===== config.mk =====
export PLATFORM = sky130hd
export DESIGN_NAME = msk_tweakey_sched
export DESIGN_NICKNAME = d
export VERILOG_FILES = /design/src/rtl/msk_tweakey_pkg.sv /design/src/rtl/msk_tk_lane.sv /design/src/rtl/msk_tweakey_sched.sv
export SDC_FILE = /design/constraint.sdc
export NUM_CORES = 1
export LEC_CHECK = 0
export CORE_AREA = 2 2 650 652
export DETAILED_ROUTE_END_ITERATION = 8
export DIE_AREA = 0 0 652 654
export DONT_BUFFER_PORTS = 1
export PLACE_DENSITY = 0.33
export SYNTH_ARGS = -nofsm -noshare
export SYNTH_HDL_FRONTEND = slang
export SYNTH_HIERARCHICAL = 1
export SYNTH_SLANG_ARGS = --single-unit

===== constraint.sdc =====
create_clock -name clk -period 2.5 [get_ports clk]
set_clock_uncertainty 0.1 [all_clocks]
set_input_delay 0 -clock clk [delete_from_list [all_inputs] [get_ports clk]]
set_output_delay 0 -clock clk [all_outputs]
set_load 0.005 [all_outputs]

===== src/rtl/msk_tweakey_pkg.sv =====
// Shared definitions for the masked SKINNY tweakey schedule: cell permutation,
// LFSRs for TK2/TK3, bit-slice index helpers and the scheduler FSM states.
package msk_tweakey_pkg;

  typedef enum logic [1:0] {
    ST_IDLE = 2'd0,
    ST_RUN  = 2'd1,
    ST_DONE = 2'd2
  } tk_state_e;

  localparam int LANE_TK1 = 0;
  localparam int LANE_TK2 = 1;
  localparam int LANE_TK3 = 2;

  // new cell i = old cell PT[i]
  localparam int PT [16] = '{9, 15, 8, 13, 10, 14, 12, 11, 0, 1, 2, 3, 4, 5, 6, 7};

  function automatic logic [7:0] lfsr_tk2_8(input logic [7:0] x);
    return {x[6:0], x[7] ^ x[5]};
  endfunction

  function automatic logic [7:0] lfsr_tk3_8(input logic [7:0] x);
    return {x[0] ^ x[6], x[7:1]};
  endfunction

  function automatic logic [3:0] lfsr_tk2_4(input logic [3:0] x);
    return {x[2:0], x[3] ^ x[2]};
  endfunction

  function automatic logic [3:0] lfsr_tk3_4(input logic [3:0] x);
    return {x[0] ^ x[3], x[3:1]};
  endfunction

  // LSB of cell j inside one word; cell 0 is the most significant
  function automatic int cell_lsb(input int j, input int cell_w, input int d);
    return (15 - j) * cell_w * d;
  endfunction

  function automatic int word_lsb(input int w, input int cell_w, input int d);
    return w * 16 * cell_w * d;
  endfunction

  // LSB of the refresh mask for share s (1..d-1) of cell j in word w
  function automatic int rnd_lsb(input int w, input int j, input int s,
                                 input int cell_w, input int d);
    return (w * 16 + 15 - j) * cell_w * (d - 1) + (s - 1) * cell_w;
  endfunction

endpackage


===== src/rtl/msk_tk_lane.sv =====
// One tweakey word's round function: cell permutation followed by the lane's
// LFSR on cells 0..7, applied independently to every share.
module msk_tk_lane
  import msk_tweakey_pkg::*;
#(
  parameter int CELL_W = 8,
  parameter int d      = 2,
  parameter int LANE   = LANE_TK1
) (
  input  logic [16*CELL_W*d-1:0] word_i,
  output logic [16*CELL_W*d-1:0] word_o
);

  for (genvar i = 0; i < 16; i++) begin : g_cell
    for (genvar s = 0; s < d; s++) begin : g_share
      localparam int DST = cell_lsb(i, CELL_W, d) + s * CELL_W;
      localparam int SRC = cell_lsb(PT[i], CELL_W, d) + s * CELL_W;
      logic [CELL_W-1:0] x;
      assign x = word_i[SRC +: CELL_W];

      if (i >= 8 || LANE == LANE_TK1) begin : g_pass
        assign word_o[DST +: CELL_W] = x;
      end else if (CELL_W == 8) begin : g_w8
        if (LANE == LANE_TK2) begin : g_tk2
          assign word_o[DST +: CELL_W] = lfsr_tk2_8(x);
        end else begin : g_tk3
          assign word_o[DST +: CELL_W] = lfsr_tk3_8(x);
        end
      end else begin : g_w4
        if (LANE == LANE_TK2) begin : g_tk2
          assign word_o[DST +: CELL_W] = lfsr_tk2_4(x);
        end else begin : g_tk3
          assign word_o[DST +: CELL_W] = lfsr_tk3_4(x);
        end
      end
    end
  end

endmodule


===== src/rtl/msk_tweakey_sched.sv =====
// Masked SKINNY tweakey-schedule engine: load a d-share tweakey, stream NR round
// tweakeys under valid/ready. Optional share refresh: define MSK_TK_REFRESH_EN.
module msk_tweakey_sched
  import msk_tweakey_pkg::*;
#(
  parameter int d      = 2,
  parameter int Z      = 3,
  parameter int CELL_W = 8,
  parameter int NR     = 56
) (
  input  logic                          clk,
  input  logic                          rst_n,
  input  logic                          load_valid_i,
  output logic                          load_ready_o,
  input  logic [Z*16*CELL_W*d-1:0]      tk_i,
`ifdef MSK_TK_REFRESH_EN
  input  logic [Z*16*CELL_W*(d-1)-1:0]  rnd_i,
`endif
  output logic                          rtk_valid_o,
  input  logic                          rtk_ready_i,
  output logic [8*CELL_W*d-1:0]         rtk_o,
  output logic [$clog2(NR+1)-1:0]       round_o,
  output logic                          done_o,
  output logic [Z*16*CELL_W*d-1:0]      tk_final_o
);

  localparam int WORD_W = 16 * CELL_W * d;
  localparam int TK_W   = Z * WORD_W;
  localparam int RTK_W  = 8 * CELL_W * d;
  localparam int RW     = $clog2(NR + 1);

  tk_state_e         state_q, state_d;
  logic [RW-1:0]     round_q, round_d;
  logic [TK_W-1:0]   tk_q, tk_d;
  logic [TK_W-1:0]   tk_upd;
  logic [TK_W-1:0]   tk_step;

  for (genvar w = 0; w < Z; w++) begin : g_lane
    msk_tk_lane #(
      .CELL_W (CELL_W),
      .d      (d),
      .LANE   (w)
    ) u_lane (
      .word_i (tk_q[w*WORD_W +: WORD_W]),
      .word_o (tk_upd[w*WORD_W +: WORD_W])
    );
  end

`ifdef MSK_TK_REFRESH_EN
  // Each mask r_s lands on share s and on share 0, so the XOR of shares is unchanged.
  logic [CELL_W-1:0] r;
  always_comb begin
    tk_step = tk_upd;
    r       = '0;
    for (int w = 0; w < Z; w++) begin
      for (int j = 0; j < 16; j++) begin
        for (int s = 1; s < d; s++) begin
          r = rnd_i[rnd_lsb(w, j, s, CELL_W, d) +: CELL_W];
          tk_step[word_lsb(w, CELL_W, d) + cell_lsb(j, CELL_W, d) + s*CELL_W +: CELL_W] =
            tk_step[word_lsb(w, CELL_W, d) + cell_lsb(j, CELL_W, d) + s*CELL_W +: CELL_W] ^ r;
          tk_step[word_lsb(w, CELL_W, d) + cell_lsb(j, CELL_W, d) +: CELL_W] =
            tk_step[word_lsb(w, CELL_W, d) + cell_lsb(j, CELL_W, d) +: CELL_W] ^ r;
        end
      end
    end
  end
`else
  assign tk_step = tk_upd;
`endif

  // NOTE: every always_comb output gets a default first so no path can infer a latch.
  always_comb begin
    state_d      = state_q;
    round_d      = round_q;
    tk_d         = tk_q;
    load_ready_o = 1'b0;
    rtk_valid_o  = 1'b0;
    done_o       = 1'b0;
    unique case (state_q)
      ST_IDLE: begin
        load_ready_o = 1'b1;
        if (load_valid_i) begin
          tk_d    = tk_i;
          round_d = '0;
          state_d = ST_RUN;
        end
      end
      ST_RUN: begin
        rtk_valid_o = 1'b1;
        if (rtk_ready_i) begin
          if (round_q == RW'(NR - 1)) begin
            state_d = ST_DONE;
          end else begin
            tk_d    = tk_step;
            round_d = round_q + RW'(1);
          end
        end
      end
      ST_DONE: begin
        done_o  = 1'b1;
        state_d = ST_IDLE;
      end
      default: state_d = ST_IDLE;
    endcase
  end

  // NOTE: the tweakey register is reset too, because tk_final_o must read zero
  // after reset and must not leak shares from a previous run.
  always_ff @(posedge clk) begin
    // NOTE: non-blocking assignments so all registers update from pre-edge values.
    if (!rst_n) begin
      state_q <= ST_IDLE;
      round_q <= '0;
      tk_q    <= '0;
    end else begin
      state_q <= state_d;
      round_q <= round_d;
      tk_q    <= tk_d;
    end
  end

  // Sharewise XOR over words is linear, so shares never mix.
  always_comb begin
    rtk_o = '0;
    for (int w = 0; w < Z; w++) begin
      rtk_o = rtk_o ^ tk_q[w*WORD_W + RTK_W +: RTK_W];
    end
  end

  assign round_o    = round_q;
  assign tk_final_o = tk_q;

endmodule

==> results.yml, run 1 <==
synthesis:
  postSynth.asyncResetShare_pct: 0
  synth_enable_flop_cells: 0
  post_synth_fa_ha_maj_area_fraction_pct: 0.0291
  leading_register_cell_type_out_of_synthesis: "dfxtp_1"
  post_syn_instances: 5347
  synth_area_um2: 43000
  yosys-top-cells-area: "dfxtp_1 36%, o211a_1 18%, nor2_1 13%"
  ys.warnings.count: 6
  flops_latches_synth: 776
  synth_largest_type_area_fraction_pct: 36.1
  post_synthesis_share_of_cell_area_spent_on_xor_and_xnor_gates_pct: 5.86
  mappedNetlistNets: 6120
  synth_largest_area_cell: "dfxtp_1"
  yosys.area_share.simple_pct: 13.8
  ys_types: 37
  compound_gate_fraction_of_synth_area_pct: 27.1
  synth_mux_area_share_pct: 0.0233
  dominant_combinational_cell_family_by_area_after_synthesis: "compound AO/OA/AOI/OAI gates"
  avgSynthCellArea_um2: 8.05
  seq_total_area_yosys_pct: 36.1
cts:
  cts_made_buffers: 115
  cts_max_level: 3
  cts-root-buf: "clkbuf_16"
  cts.path.max_buffers: 4
  clkSinkCount: 776
floorplan:
  die_y_um: 654
  die_w_um: 652
  fp-row-count: 238
  io_pins: 1677
  initial_utilization_pct: 10.3
placed_design:
  detailed_place_hpwl_um: 373000
  numPortBuffers: 0
  gp_congestion: 0.997
  dp_cells: 10217
  dp_slack_ns: -0.695
global_routing:
  grt_pass1_wl_um: 539000
  grt_pass1_vias: 45786
  grt_overflow_total: 7
  global_route.usage.total_pct: 19.8
  grt_max_degree: 777
run_status:
  status: "did not finish"
  failed_stage: "global routing"
  stop_error: "[ERROR GRT-0116] Global routing finished with congestion. Check the congestion regions in the DRC Viewer."
[routing by layer]
metal / GRT overflow / global-route usage [%]
met4: 1 / 7.37
met1: 0 / 23.9
met5: 0 / 0.928
met3: 0 / 8.63
met2: 6 / 30.9
[Yosys cell counts, types with 2 or more instances]
library cell and n:
a21oi_1 3, buf_1 22, buf_2 173, buf_4 743, clkbuf_1 227, dfxtp_1 776, nand2_1 6, nand2b_1 2
nand4_1 3, nor2_1 1540, nor2b_1 3, o211a_1 768, o21ai_0 711, o21ai_1 61, xnor2_1 256, xor2_1 32
[kinds of logic after synthesis]
group	Yosys count
adders and majority gates	1
DFF	776
muxes	1
AOI/OAI and AO/OA	1550
and+or+nand+nor	1563
xor gates and xnor gates	288
buffers and inverters	1168
[timing repair]
item,4_1_cts
hold buffers,876
endpoints found under the setup margin,186
buffers inserted,21
resized for setup,184
gates cloned,18
pin swaps,3
endpoints found under the hold margin,776
[through the flow]
stage          setup TNS (ns)  instance area (um^2)  hold WS (ns)  utilization (%)
2_1_floorplan               0                 43000        0.0986                -
3_3_place_gp            -5.96                 47000        0.0914             11.2
3_5_place_dp            -3.87                 47000         0.104             11.2
4_1_cts                -0.211                 61100        -0.894             14.6
==> run 2: changes to the inputs <==
CORE_AREA = 2 2 646 648   (was 2 2 650 652)
DIE_AREA = 0 0 648 650   (was 0 0 652 654)
PLACE_DENSITY = not set   (was 0.33)
PLACE_DENSITY_LB_ADDON = 0.15   (was not set)
==> run 2 against run 1 <==
The flow now finishes, with violations (hold timing, setup timing). Synthesized cell count did not move. Synthesized area did not move.
==> results.yml, run 2 <==
synthesis:
  ys_types: 37
  synth_enable_flop_cells: 0
  postSynth.asyncResetShare_pct: 0
  yosys-top-cells-area: "dfxtp_1 36%, o211a_1 18%, nor2_1 13%"
  synth_largest_area_cell: "dfxtp_1"
  leading_register_cell_type_out_of_synthesis: "dfxtp_1"
  avgSynthCellArea_um2: 8.05
  yosysMostFrequentCell: "nor2_1"
  ys.warnings.count: 6
  synth_largest_type_area_fraction_pct: 36.1
  synth_top_cells_by_count: "1540 x nor2_1, 776 x dfxtp_1, 768 x o211a_1"
  synth_area_um2: 43000
  mappedNetlistNets: 6120
  post_syn_instances: 5347
  seq_total_area_yosys_pct: 36.1
  flops_latches_synth: 776
drt:
  totalWireLength_um: 424000
  avgRoutedWirePerCell_um: 35.8
  drc_errors: 0
  dr.pass1.iters: 6
  dr_total_vias: 45188
  vias_per_cell: 3.82
  post_route_ant_nets: 0
  first_iter_violations: 4233
run_status:
  status: "complete, but fails checks"
  failed_checks: "hold timing, setup timing"
power_and_ir_drop:
  finalPower_uw: 46400
  clock_power_share_pct: 37.6
  pwr_cell_area_nw_per_um2: 715
  power.ir.vdd_worst_v: 0.000600
  p_sw_uw: 17500
  power.static_leakage_uw: 0.0303
  p_sw_share_pct: 37.8
  power_frac_comb_pct: 25.5
  sequentialPowerShare_pct: 37.0
  intPower_uw: 28900
timing:
  maxClockFrequency_mhz: 375
  setup_slack_ns: -0.166
  timing_hold_violations_final: 1
  hold_slack_ns: -0.00875
  slew_headroom_pct: 26.4
  final-max-slew-violation-count: 0
  finalCritPeriodShare_pct: 107
  period_needed_ns: 2.67
  rsz0062_at_grt: "true"
  worstMarginPinSlew_ns: 1.10
  number_of_endpoints_failing_setup_at_the_final_stage: 110
global_routing:
  grt_pass1_vias: 40804
  global_route.usage.total_pct: 19.0
  antenna_found_initial: 266
  grt_pass1_wl_um: 513000
  grt_overflow_total: 0
  grt_max_degree: 777
finish:
  number_of_flip_flops_in_the_largest_register: 768
  most_frequent_cells_in_the_layout: "1540 x nor2_1, 1270 x dlygate4sd3_1, 768 x o211a_1"
  fin_area_um2: 64900
  mostFrequentLayoutCell: "nor2_1"
  ratio_of_cells_with_drive_above_1_in_the_final_layout_pct: 13.0
  layout.core_utilization_pct: 15.6
  area_delta_synth_final_pct: 50.8
  fin_nets: 6900
floorplan:
  die_y_um: 650
  design.die.area_um2: 421000
  die_w_um: 648
  fp-row-count: 237
  initial_utilization_pct: 10.4
  io_pins: 1677
  coreArea_um2: 415000
worst_setup_path:
  cp_top_family: "buffers and inverters"
  end_kind: "flip-flop"
  worstPathBufferInverterCount: 4
  element_type_at_the_critical_path_start: "input pin"
  slowest_delay_ns: 0.74
  cp.required_ns: 3.20
  slowest_stage: "dlygate4sd3_1"
  critical-path-top-cell-by-count: "buf_16"
  crit_arrival_ns: 3.36
  timing_worst_setup_path_type: "input pin to flip-flop"
  critPathMaxFanout: 167
  crit_path_cell_trace: "dlygate4sd3_1 -> buf_16 -> buf_16 -> buf_16 -> o211a_1"
placed_design:
  numPortBuffers: 0
  dp_slack_ns: -0.455
  detailed_place_hpwl_um: 359000
  gp_congestion: 0.985
  post_dp_cell_area_um2: 47300
cts:
  cts.path.max_buffers: 4
  tritoncts: "done"
  cts_made_buffers: 119
  clock_latency_ns: 0.89
  cts.clk_slew.worst_paths_ns: 0.06
  cts_max_level: 3
  cts-root-buf: "clkbuf_16"
  clkSinkCount: 776
flow_run:
  timing.max_cap.violations: 0
min_path:
  hold_path.class: "input pin to flip-flop"
[run 2: cell counts after synthesis]
No cell type changed its count.
[run 2: layout make-up]
class / instances / area [um^2]
Clock buffer: 177 / 3410
Timing Repair Buffer: 1825 / 17900
Clock inverter: 32 / 422
Inverter: 2 / 33.8
Fill cell: 47189 / 350000
Tap cell: 5497 / 6880
Sequential cell: 776 / 15600
Antenna cell: 123 / 308
Multi-Input combinational cell: 3403 / 20400
[run 2: repair_timing]
| action | CTS | global route |
|---|---|---|
| resized for setup | 102 | 47 |
| hold buffers | 780 | 491 |
| endpoints found under the setup margin | 149 | 236 |
| buffers inserted | 6 | 0 |
| cloned | 1 | 2 |
| pin swaps | 1 | 0 |
| hold endpoints to repair | 776 | 646 |
[run 2: per-stage QoR]
step	setup TNS, ns	std cells	hold WS [ns]
6_report	-11.96	11835	-0.00875
5_1_grt	-5.23	11768	-0.0166
4_1_cts	0	11215	-0.855
3_5_place_dp	-6.97	10219	0.118
3_3_place_gp	-7.82	10219	0.105
2_1_floorplan	0	5347	0.0986
[run 2: path summary, 6_finish.rpt]
| check | from | endpoint | slack (ns) | depth (start not counted) |
|---|---|---|---|---|
| max reg2reg | round_o[0] | tk_final_o[149] | 0.01 | 9 |
| min | tk_i[525] | tk_final_o[525] | -0.009 | 4 |
| min reg2reg | tk_final_o[456] | tk_final_o[456] | 0.42 | 1 |
| max | rst_n | tk_final_o[196] | -0.17 | 5 |
[run 2: worst reg2reg max path, stage by stage (launching register included)]
cell and delay, ns:
dfxtp_1 0.31, ha_1 0.22, and4b_4 0.22, a311oi_4 0.26, buf_4 0.17, buf_12 0.17, buf_12 0.33, buf_12 0.20
o21ai_0 0.23, o211a_1 0.20
[run 2: logic make-up (layout without fill, tap and decap cells)]
logic type               after synthesis  after routing  synth area share, %
multiplexers                           1              1               0.0233
adder cells (fa/ha/maj)                1              1               0.0291
XOR/XNOR                             288            288                 5.86
other                                  0            123                    0
buffers and inverters               1168           2036                 17.2
AND/OR/NAND/NOR                     1563           1563                 13.8
flip-flops                           776            776                 36.1
AO/OA/AOI/OAI                       1550           1550                 27.1
[run 2: power groups by stage]
stage	sequential, uW	combinational, uW	clock, uW
6_report	17200	11800	17400
2_1_floorplan	15100	5800	0
5_1_grt	17300	12600	18500
3_3_place_gp	17500	9370	0
4_1_cts	17300	10900	18200
3_5_place_dp	17500	9390	0
[run 2: per-layer routing]
| layer | vias to the layer above | routed length (um) | global-route usage (%) | part of all wire (%) |
|---|---|---|---|---|
| li1 | 19238 | - | - | - |
| met4 | 76 | 9980 | 3.71 | 2.4 |
| met1 | 22849 | 183000 | 23.6 | 43 |
| met3 | 560 | 34500 | 6.99 | 8.1 |
| met2 | 2465 | 195000 | 31.2 | 46 |
| met5 | - | 736 | 0.400 | 0.17 |
Note: power is estimated with default switching activity, not from simulation.
